## config.mk

```make
export PLATFORM = sky130hd
export DESIGN_NAME = divider
export DESIGN_NICKNAME = d
export VERILOG_FILES = /design/src/rtl/divider.sv
export SDC_FILE = /design/constraint.sdc
export NUM_CORES = 1
export LEC_CHECK = 0
export ABC_CLOCK_PERIOD_IN_PS = 3300
export CAP_MARGIN = 15
export CORE_MARGIN = 2
export CORE_UTILIZATION = 45
export DETAILED_ROUTE_END_ITERATION = 8
export PLACE_DENSITY_LB_ADDON = 0.08
export SYNTH_ARGS = -nofsm -noshare
export SYNTH_HDL_FRONTEND = slang
export SYNTH_SLANG_ARGS = --single-unit
```

## constraint.sdc

```tcl
create_clock -name clock -period 3.3 [get_ports clock]
set_input_delay 0.495 -clock clock [delete_from_list [all_inputs] [get_ports clock]]
set_output_delay 0.495 -clock clock [all_outputs]
set_load 0.02 [all_outputs]
```

## src/rtl/divider.sv

```systemverilog
// Iterative restoring divider: one quotient bit per clock, MSB first, N bits.
// Latency: end_div first rises N cycles after the edge that accepts start.
// Backpressure: results are held in DONE for as long as start stays high.
//
// Ports:
//   clock      rising-edge clock
//   reset      synchronous, active-high reset (priority over everything)
//   start      level request, sampled only in IDLE
//   A, B       dividend / divisor, captured on the accepting edge
//   end_div    result valid, high only while in DONE
//   quociente  quotient (registered, held until the next result load)
//   resto      remainder (registered, held until the next result load)
//   div_zero   set with the results when the captured divisor was zero
//
// Build option: define DIVIDER_SIGNED_EN for two's-complement operands
// (quotient truncates toward zero, remainder takes the sign of A).
// Without it the divider is unsigned only and no sign logic exists.
module divider #(
  parameter int N = 32
) (
  input  logic         clock,
  input  logic         reset,
  input  logic         start,
  input  logic [N-1:0] A,
  input  logic [N-1:0] B,
  output logic         end_div,
  output logic [N-1:0] quociente,
  output logic [N-1:0] resto,
  output logic         div_zero
);

  localparam logic [1:0] S_IDLE = 2'd0;
  localparam logic [1:0] S_CALC = 2'd1;
  localparam logic [1:0] S_DONE = 2'd2;

  localparam int CW = $clog2(N);

  logic [1:0]    r_state;
  logic [CW-1:0] r_cnt;
  logic [N-1:0]  r_dvd;   // dividend bits shift out MSB first, quotient bits shift in
  logic [N-1:0]  r_dvs;
  logic [N-1:0]  r_rem;
  logic          r_bz;    // captured divisor was zero
  logic [N-1:0]  r_quo;
  logic [N-1:0]  r_res;
  logic          r_dz;

  logic [N-1:0]  w_a_cap;
  logic [N-1:0]  w_b_cap;
  logic [N:0]    w_shift;
  logic [N:0]    w_diff;
  logic          w_borrow;
  logic [N-1:0]  w_rem_nxt;
  logic [N-1:0]  w_quo_nxt;
  logic [N-1:0]  w_quo_fin;
  logic [N-1:0]  w_res_fin;

`ifdef DIVIDER_SIGNED_EN
  logic r_a_neg;
  logic r_q_neg;

  // The datapath always works on magnitudes; the most negative value maps
  // onto itself, which is still its correct unsigned magnitude.
  assign w_a_cap = A[N-1] ? -A : A;
  assign w_b_cap = B[N-1] ? -B : B;

  // A zero divisor keeps the raw all-ones quotient; the remainder path
  // restores the sign of A, which reproduces A exactly.
  assign w_quo_fin = (r_q_neg && !r_bz) ? -w_quo_nxt : w_quo_nxt;
  assign w_res_fin = r_a_neg ? -w_rem_nxt : w_rem_nxt;

  always_ff @(posedge clock) begin
    if (reset) begin
      r_a_neg <= 1'b0;
      r_q_neg <= 1'b0;
    end else if (r_state == S_IDLE && start) begin
      r_a_neg <= A[N-1];
      r_q_neg <= A[N-1] ^ B[N-1];
    end
  end
`else
  assign w_a_cap   = A;
  assign w_b_cap   = B;
  assign w_quo_fin = w_quo_nxt;
  assign w_res_fin = w_rem_nxt;
`endif

  // One restoring step. The partial remainder is always < divisor, so the
  // shifted value is < 2*divisor and the (N+1)-bit difference's top bit is
  // exactly the borrow. With a zero divisor the step never borrows, which
  // yields an all-ones quotient and leaves the dividend as the remainder.
  assign w_shift   = {r_rem, r_dvd[N-1]};
  assign w_diff    = w_shift - {1'b0, r_dvs};
  assign w_borrow  = w_diff[N] & ~r_bz;
  assign w_rem_nxt = w_borrow ? w_shift[N-1:0] : w_diff[N-1:0];
  assign w_quo_nxt = {r_dvd[N-2:0], ~w_borrow};

  always_ff @(posedge clock) begin
    if (reset) begin
      r_state <= S_IDLE;
      r_cnt   <= '0;
      r_dvd   <= '0;
      r_dvs   <= '0;
      r_rem   <= '0;
      r_bz    <= 1'b0;
      r_quo   <= '0;
      r_res   <= '0;
      r_dz    <= 1'b0;
    end else begin
      case (r_state)
        S_IDLE: begin
          if (start) begin
            r_dvd   <= w_a_cap;
            r_dvs   <= w_b_cap;
            r_bz    <= (B == '0);
            r_rem   <= '0;
            r_cnt   <= '0;
            r_state <= S_CALC;
          end
        end
        S_CALC: begin
          r_rem <= w_rem_nxt;
          r_dvd <= w_quo_nxt;
          r_cnt <= r_cnt + CW'(1);
          if (r_cnt == CW'(N - 1)) begin
            r_quo   <= w_quo_fin;
            r_res   <= w_res_fin;
            r_dz    <= r_bz;
            r_state <= S_DONE;
          end
        end
        S_DONE: begin
          if (!start) begin
            r_state <= S_IDLE;
          end
        end
        default: r_state <= S_IDLE;
      endcase
    end
  end

  assign end_div   = (r_state == S_DONE);
  assign quociente = r_quo;
  assign resto     = r_res;
  assign div_zero  = r_dz;

endmodule

```

==> summary.txt, run 1 <==
register area share after synthesis = 40.6%
Final period util = 95.5%
Synth top area share = 40.6%
#FFs+latches synth = 169
Num CTS Buffers = 17
ys flop type = dfxtp_1
remaining routing DRC violations = 5
RePlAce Congestion = 0.882
top-count cell post-synth = nand2_1
fmax = 0.317 GHz
total grt overflow = 0
status = finished, violations left
Antenna Nets Post-Route = 0
vias in the first global route = 7288
area delta synth->final = 28.9%
DP HPWL = 15300 µm
critical path endpoint category = flop
synth warn = 0
DR WL/cell = 15.7 µm
core area = 18100 µm²
top cells by area, synth = dfxtp_1 41%, nand2_1 10%, a21oi_1 8.3%
Yosys top cell by area = dfxtp_1
ant diodes = 0
Clock Power Share = 17.1%
Hold Buf Count CTS = 0
Die W = 140 µm
DRT iter0 DRCs = 402
insertion delay to the later sink of the worst-skew pair = 440 ps
number of max-cap violations = 0
Cell variety after synth = 63
die height = 140 µm
R2R Path Start = r_dvd[31]
WP data arrival = 3430 ps
largest net degree at the start of global routing = 66
leakage power = 3.93 nW
Relative slew margins = 52.1%
# setup viols final = 0
CP cell instances = inv_1 > ha_1 > fa_2 > and2b_1 > o211ai_1 > a21boi_2 > o31ai_2 > a2111o_1 > o21ai_2 > mux2i_4 > buf_6 > buf_12 > mux2i_2 > a211oi_1
First-pass DRT Iterations = 8
failing checks = DRC
actual slew at the worst max-slew pin = 719 ps
CP required = 3580 ps
Sw Pwr = 5.05 mW
Post-Syn Nets = 1150
final wirelength = 22000 µm
GRT Resource Usage Total = 22.3%
CP max stage delay = 380 ps
Max VDD drop = 0.694 mV
Core Rows = 49
Die ar. = 19600 µm²
Vias/cell = 5.43
worst-path fanout max = 9
sequential share of power = 19.8%
antenna violations before repair = 0
power per cell area = 1140 nW/µm²
number of filler cells placed in the layout = 1682
startpoint types = flop
Avg Inst Size Synth = 7.95 µm²
buffers plus inverters on the worst setup path = 3
nets@finish = 1268
CTS tree = done
Top delay family on crit path = compound AO/OA/AOI/OAI gates
final slew viol count = 0
endpoints failing hold = 0
final design utilization = 59.4%
slack of the worst reg-to-reg path = 150 ps
RSZ-0062 raised after global routing = no
Worst-path clk slew = 70 ps
Worst Hold Launch = reset
Int Pwr = 7.16 mW
hold crit path type = primary input to flop
first-pass GRT wire length = 35900 µm
share of post-route cells with drive strength above 1 = 9.41%
Hold Path Depth = 2
CTS Buffer Depth = 2
mapped cell area = 8330 µm²
Post-synth EDFFs = 0
clk root buf = clkbuf_16
Async SR Flop Fraction = 0%
Synth Instances = 1048
Clock Sinks = 169
reg2reg end = resto[13]
CP max stage cell = a2111o_1
min cycle time layout = 3150 ps
hold slack = 439 ps
Post-synth top cells = 224 x nand2_1, 169 x dfxtp_1, 138 x a21oi_1
Register-to-Register Path Depth = 14
Combinational Power Share = 63.1%
CTS HTree Levels = 4
I/O Buffers = 132
I/O pin count = 133
vias = 7652
Switching Share = 41.4%
Starting Density = 46.1%
hold endpoint = r_cnt[0]
worst clock skew = 11.2 ps
critical path class = flop to flop
==> placed cells by master, fill, tap and decap left out, types with 19 or more instances in the layout <==
master           count
clkbuf_16           19
buf_4               27
a21oi_1            137
nand2_1            224
a211oi_1            27
ha_1                34
clkdlybuf4s50_1    131
nor2_1              63
inv_1               43
dfxtp_1            168
o21ai_0             45
a22oi_1             32
==> logic make-up after synthesis <==
group | synth area share [%]
AND/OR/NAND/NOR | 19.2
AO/OA/AOI/OAI | 23.0
flip-flops | 40.6
buffers and inverters | 5.45
adder cells (fa/ha/maj) | 5.34
multiplexers | 4.04
XOR/XNOR | 2.31
==> power by group through the flow <==
stage                     logic [mW]  clock network (mW)  registers (mW)
final                           7.70                2.09            2.42
after global routing            8.30                2.21            2.45
after CTS                       6.16                2.12            2.39
after detailed placement        6.09                   0            2.44
after global placement          6.05                   0            2.44
after floorplan                 4.75                   0            2.39
==> state kept, by name, summed over array words and instances, names as in the netlist <==
| name | count |
|---|---|
| r_dvd | 32 |
| quociente | 32 |
| r_bz | 1 |
| resto | 32 |
| r_cnt | 5 |
| r_dvs | 32 |
| div_zero | 1 |
| r_state | 2 |
| r_rem | 32 |
==> layout make-up <==
| class | count | area [µm²] | share of cell area (%) |
|---|---|---|---|
| clock inverters | 14 | 180 | 1.68 |
| repair buffers | 165 | 1650 | 15.3 |
| well taps | 229 | 287 | 2.67 |
| multi-input cells | 769 | 4650 | 43.3 |
| inverters | 44 | 165 | 1.54 |
| flip-flops and latches | 169 | 3380 | 31.5 |
| clock buffers | 18 | 429 | 3.99 |
==> worst max path at each step <==
stage	endpoint	cells past startpoint	slack (ps)	from
3_3_place_gp	resto[31]	13	10	r_dvd[31]
2_1_floorplan	resto[31]	13	150	r_dvd[31]
4_1_cts	resto[21]	13	10	r_dvd[31]
5_1_grt	r_rem[27]	11	4	r_dvs[11]
6_report	resto[13]	14	150	r_dvd[31]
3_5_place_dp	resto[27]	13	-80	r_dvd[31]
==> metal layers <==
metal,share of wire [%],vias up,global-route usage (%),wire (µm)
met5,0,-,0,0
met4,1.5,0,6.70,340
met3,5.2,23,5.85,1160
met2,46,158,36.0,10200
met1,47,3564,29.5,10400
li1,-,3907,-,-
==> stage by stage <==
| step | total power, mW | cells | setup TNS, ps | cell area, µm² | setup slack (ps) |
|---|---|---|---|---|---|
| after floorplan | 7.15 | 1048 | 0 | 8330 | 150 |
| after global placement | 8.49 | 1371 | 0 | 9910 | 9.83 |
| after detailed placement | 8.52 | 1371 | -898 | 9910 | -81.7 |
| after CTS | 10.7 | 1403 | 0 | 10500 | 13.9 |
| after global routing | 13.0 | 1408 | 0 | 10700 | 3.56 |
| final | 12.2 | 1408 | 0 | 10700 | 148 |
==> what timing repair did <==
item                                   CTS  global route
endpoints found under the hold margin    0             0
setup endpoints to repair               45            64
gates resized for setup                  2            30
setup buffers                            0             4
gates cloned                             0             2
pin swaps                                0             2
(Power assumes the default switching activity.)
==> run 2: changes to the inputs <==
--- a/config.mk
+++ b/config.mk
@@ -9,6 +9,7 @@
 export CAP_MARGIN = 15
 export CORE_MARGIN = 2
 export CORE_UTILIZATION = 45
+export CTS_CLUSTER_DIAMETER = 150
 export DETAILED_ROUTE_END_ITERATION = 8
 export PLACE_DENSITY_LB_ADDON = 0.08
 export SYNTH_ARGS = -nofsm -noshare
==> results of run 2 <==
No change in the layout: final DEF, timing and power equal those of run 1.
==> variant 1, RTL diff (settings of run 2) <==
Put one more register stage on the output `resto`. The value now appears one clock later. The other outputs are not delayed to match. Comments in the files are not updated.
--- a/src/rtl/divider.sv
+++ b/src/rtl/divider.sv
@@ -141,7 +141,9 @@
 
   assign end_div   = (r_state == S_DONE);
   assign quociente = r_quo;
-  assign resto     = r_res;
+  always_ff @(posedge clock) begin
+    resto <= r_res;
+  end
   assign div_zero  = r_dz;
 
 endmodule
Formal check against the unedited RTL: same outputs for any inputs over 10 cycles, from zero or initial values and one cycle with reset high; that may be too few to reach the edited logic, so the function may still have changed.
==> variant 1 against run 2 <==
Synthesized area rose by 15%; first-iteration DRC count is 23% higher; worst setup slack better by 0.0033 ns; clock power increased by 25%; via count increased by 16%; total power up 5.7%; sequential cell count increased by 32; final area is 10% higher; routed wire length is 23% higher.
==> variant 1: results (changes against run 2) <==
After synthesis, the most frequently instantiated cells are sky130_fd_sc_hd__nand2_1, sky130_fd_sc_hd__dfxtp_1, sky130_fd_sc_hd__a21oi_1. Routed wire length on met3: 1060 um (-8.1%). The routed via count divided by cell count is 5.58 (+2.7%), and the number of gates given a new drive strength after cts is 0 (-2).

The logs give 0.00447 uW (+14%) for the cell leakage power and 70 (+11%) for the distinct cell type count after synthesis. The arithmetic-cell share of the synthesized area counting full adders, half adders and majority gates was 0.0466 (-0.00681). The final-stage net count was 1398 (+10%). The worst reg-to-reg path cell count was 12 (-2); the instance area at placement was 11100 um^2 (+12%). The via count of the first global-routing pass is 8228 (+13%). The tools report the met1 routing resource usage after global routing as 0.337 (+0.0421). Fill cell total of the finished layout: 2057 (+22%). The number of instances on the worst hold path works out to 0 (-2). The post-synthesis compound-gate area fraction is 0.248 (+0.0180), and the reported sequential group power is 2850 uW (+18%). The logs give 65 (-1.5%) for the largest net degree at the start of global routing and 0.00888 ns (-0.00237 ns) for the worst setup skew after layout.

The combined area of the multi-input logic cells is 5000 um^2 (+7.6%). The xor and xnor area share after synthesis was 0.0183 (-0.00478); the source-to-sink clock delay at the later pin of the worst-skew pair was 0.53 ns (+0.09 ns). The number of sinks on the clock net was 201 (+19%).

The flow ran to the end, and the final reports show no timing, DRC or antenna violations. For the number of buffers added by the clock tree synthesis step, the log shows 23 (+6). The highest net fanout along the worst path works out to 11 (+2). The tools report the power in the clock group as 2610 uW (+25%).

The H-tree level count is 1 (-3), and the area taken by flip-flops and latches is 4020 um^2 (+19%). For the number of design-rule violations left by the first detailed-router iteration, the log shows 493 (+23%).
variant 1: cell types whose count changed after synthesis, sizes merged, moves of 5 or more:
cell | before | now
nor4 | 11 | 16
o221ai | 0 | 30
a32oi | 0 | 5
a21boi | 1 | 6
nor3 | 10 | 19
nand2 | 224 | 233
o211ai | 5 | 16
mux2i | 29 | 22
dfxtp | 169 | 201
a22oi | 32 | 3
a21oi | 140 | 150
clkbuf | 46 | 60
nor2 | 64 | 95
o21ai | 53 | 85
variant 1: final timing paths:
check / startpoint / endpoint / slack [ns]
worst min-delay path: r_res[16]$_SDFFE_PP0P_ / resto[16]$_DFF_P_ / 0.35
worst max-delay path: r_dvs[21]$_SDFFE_PP0P_ / r_rem[20]$_SDFFE_PP0P_ / 0.15
worst max register to register: r_dvs[21]$_SDFFE_PP0P_ / r_rem[20]$_SDFFE_PP0P_ / 0.15
worst min register to register: r_res[16]$_SDFFE_PP0P_ / resto[16]$_DFF_P_ / 0.35
==> variant 2, RTL diff (flow settings as in run 2) <==
Made on the original files. Build with the macro `DIVIDER_SIGNED_EN` defined.
--- a/src/rtl/divider.sv
+++ b/src/rtl/divider.sv
@@ -15,6 +15,8 @@
 // Build option: define DIVIDER_SIGNED_EN for two's-complement operands
 // (quotient truncates toward zero, remainder takes the sign of A).
 // Without it the divider is unsigned only and no sign logic exists.
+`define DIVIDER_SIGNED_EN
+
 module divider #(
   parameter int N = 32
 ) (
Behaviour: same outputs for any inputs over 4 cycles, from zero or initial values and one cycle with reset high; that may be too few to reach the edited logic, so the function may still have changed.
==> variant 2 against run 2 <==
The flow finishes with violations (negative setup slack); sequential cell count up 2; routed wire length increased by 79%; synthesized area rose by 37%; worst hold slack improved by 0.013 ns; sequential share of layout area fell by 12 points; via count up 62%; worst setup slack got worse by 0.93 ns; final area grew 60%; count of clock-buffer cells in the layout decreased by 1; utilization up 9.1 points.
Power is left out: it rests on default switching activity, and per cell area and clock period it moved more than threefold.
==> variant 2: results (changes against run 2) <==
The placer congestion estimate was 0.915 (+3.8%); the met3 track demand over resource was 0.0295 (-0.0290). Slowest cell on the critical path: sky130_fd_sc_hd__or4_4. The tools report the setup TNS after final layout as -33.08 ns (-33.08 ns). The final worst-path setup slack is -0.786 ns (-0.934 ns), and the met1 routing resource usage after global routing is 0.405 (+0.110). Wire length of the first global-routing pass: 60300 um (+68%). The run gives 2112 (+26%) as the fill cell total of the finished layout. The logs give 28600 um (+87%) for the total half-perimeter wirelength after legalization and detailed placement and 981 (+140%) for the number of design-rule violations left by the first detailed-router iteration.

For the worst setup skew after layout, the log shows 0.0153 ns (+0.00407 ns). The final reports fail on negative setup slack. The final-stage net count is 1986 (+57%), and the global-route usage over all layers is 0.286 (+0.0627). The tightest slew margin relative to the limit is 0.216 (-0.305), and the mux cell area share after synthesis is 0.0384 (-0.00196).

The worst hold path begins at resto[6]$_SDFFE_PP0P_. The met2 routing resource usage after global routing is 0.451 (+0.0907), and the first-pass iteration count of the detailed router is 5 (-3). The post-synthesis compound-gate area fraction is 0.242 (+0.0118).

The total number of vias is 12400 (+62%), and the arithmetic-cell share of the synthesized area counting full adders, half adders and majority gates is 0.0435 (-0.00997). The run finished, with violations left. Share of post-route cells with drive strength above 1: 0.289 (+0.195). Hold-critical path endpoint: resto[6]$_SDFFE_PP0P_. The worst reg-to-reg path cell count is 23 (+9), and the instance count of the mapped netlist is 1486 (+42%). The xor and xnor area share after synthesis was 0.104 (+0.0806). The highest net fanout along the worst path was 5 (-4); the share of the yosys chip area belonging to registers was 0.300 (-0.106).

The final number of setup-violating endpoints is 89 (+89). Yosys attributes the largest share of cell area to sky130_fd_sc_hd__dfxtp_1, sky130_fd_sc_hd__nor2_1, sky130_fd_sc_hd__xnor2_1, sky130_fd_sc_hd__nand2_1, sky130_fd_sc_hd__a21oi_1. For the largest net degree at the start of global routing, the log shows 90 (+36%). The data arrival time of the critical path was 4.41 ns (+0.98 ns); the instance area at placement was 15200 um^2 (+54%).

Path class of the lowest-slack min-delay path: flop to flop. The delay contributed by the slowest stage of the critical path works out to 0.43 ns (+0.05 ns). Sorting the synthesized cells by how often they occur yields sky130_fd_sc_hd__nor2_1, sky130_fd_sc_hd__dfxtp_1, sky130_fd_sc_hd__nand2_1.
-- variant 2: changes by cell type after synthesis, moves of 11 or more --
cell,run 2,this run
sky130_fd_sc_hd__nor2_1,64,186
sky130_fd_sc_hd__xnor2_1,13,75
sky130_fd_sc_hd__nand2_1,224,169
sky130_fd_sc_hd__xor2_1,9,60
sky130_fd_sc_hd__a211oi_1,27,65
sky130_fd_sc_hd__clkbuf_1,46,72
sky130_fd_sc_hd__a31oi_1,4,29
sky130_fd_sc_hd__o31ai_1,2,24
sky130_fd_sc_hd__or3_1,1,22
sky130_fd_sc_hd__nor3_1,9,27
sky130_fd_sc_hd__nand3_1,12,25
sky130_fd_sc_hd__a21oi_1,138,126
sky130_fd_sc_hd__inv_1,43,54
-- variant 2: critical path: cells and delay by family, from the launching register on --
kind | cells | cell delay, ns
simple gates | 10 | 1.83
compound gates | 6 | 0.77
fa+ha+maj | 3 | 0.65
flops | 1 | 0.35
mux | 1 | 0.15
xor+xnor | 1 | 0.13
buf+inv | 2 | 0.11
-- variant 2: layer usage --
metal / wire, um / up-vias
met3: 1780 / 72
met4: 1110 / 0
li1: - / 6120
met5: 0 / -
met2: 17900 / 386
met1: 18700 / 5790
-- variant 2: area by class of cell --
type	count	area [um^2]	share of cell area
inverter	56	218	0.0127
tap	330	413	0.0241
sequential	171	3430	0.200
timing repair buffer	465	4100	0.239
clock inverter	15	188	0.0109
multi-input combinational	1169	8380	0.488
clock buffer	17	425	0.0248
-- variant 2: repair_timing --
action | 4_1_cts | 5_1_grt
hold endpoints to repair | 0 | 0
gates cloned | 3 | 1
pin swaps | 55 | 58
buffers inserted | 23 | 25
resized for setup | 98 | 93
setup endpoints to repair | 94 | 100
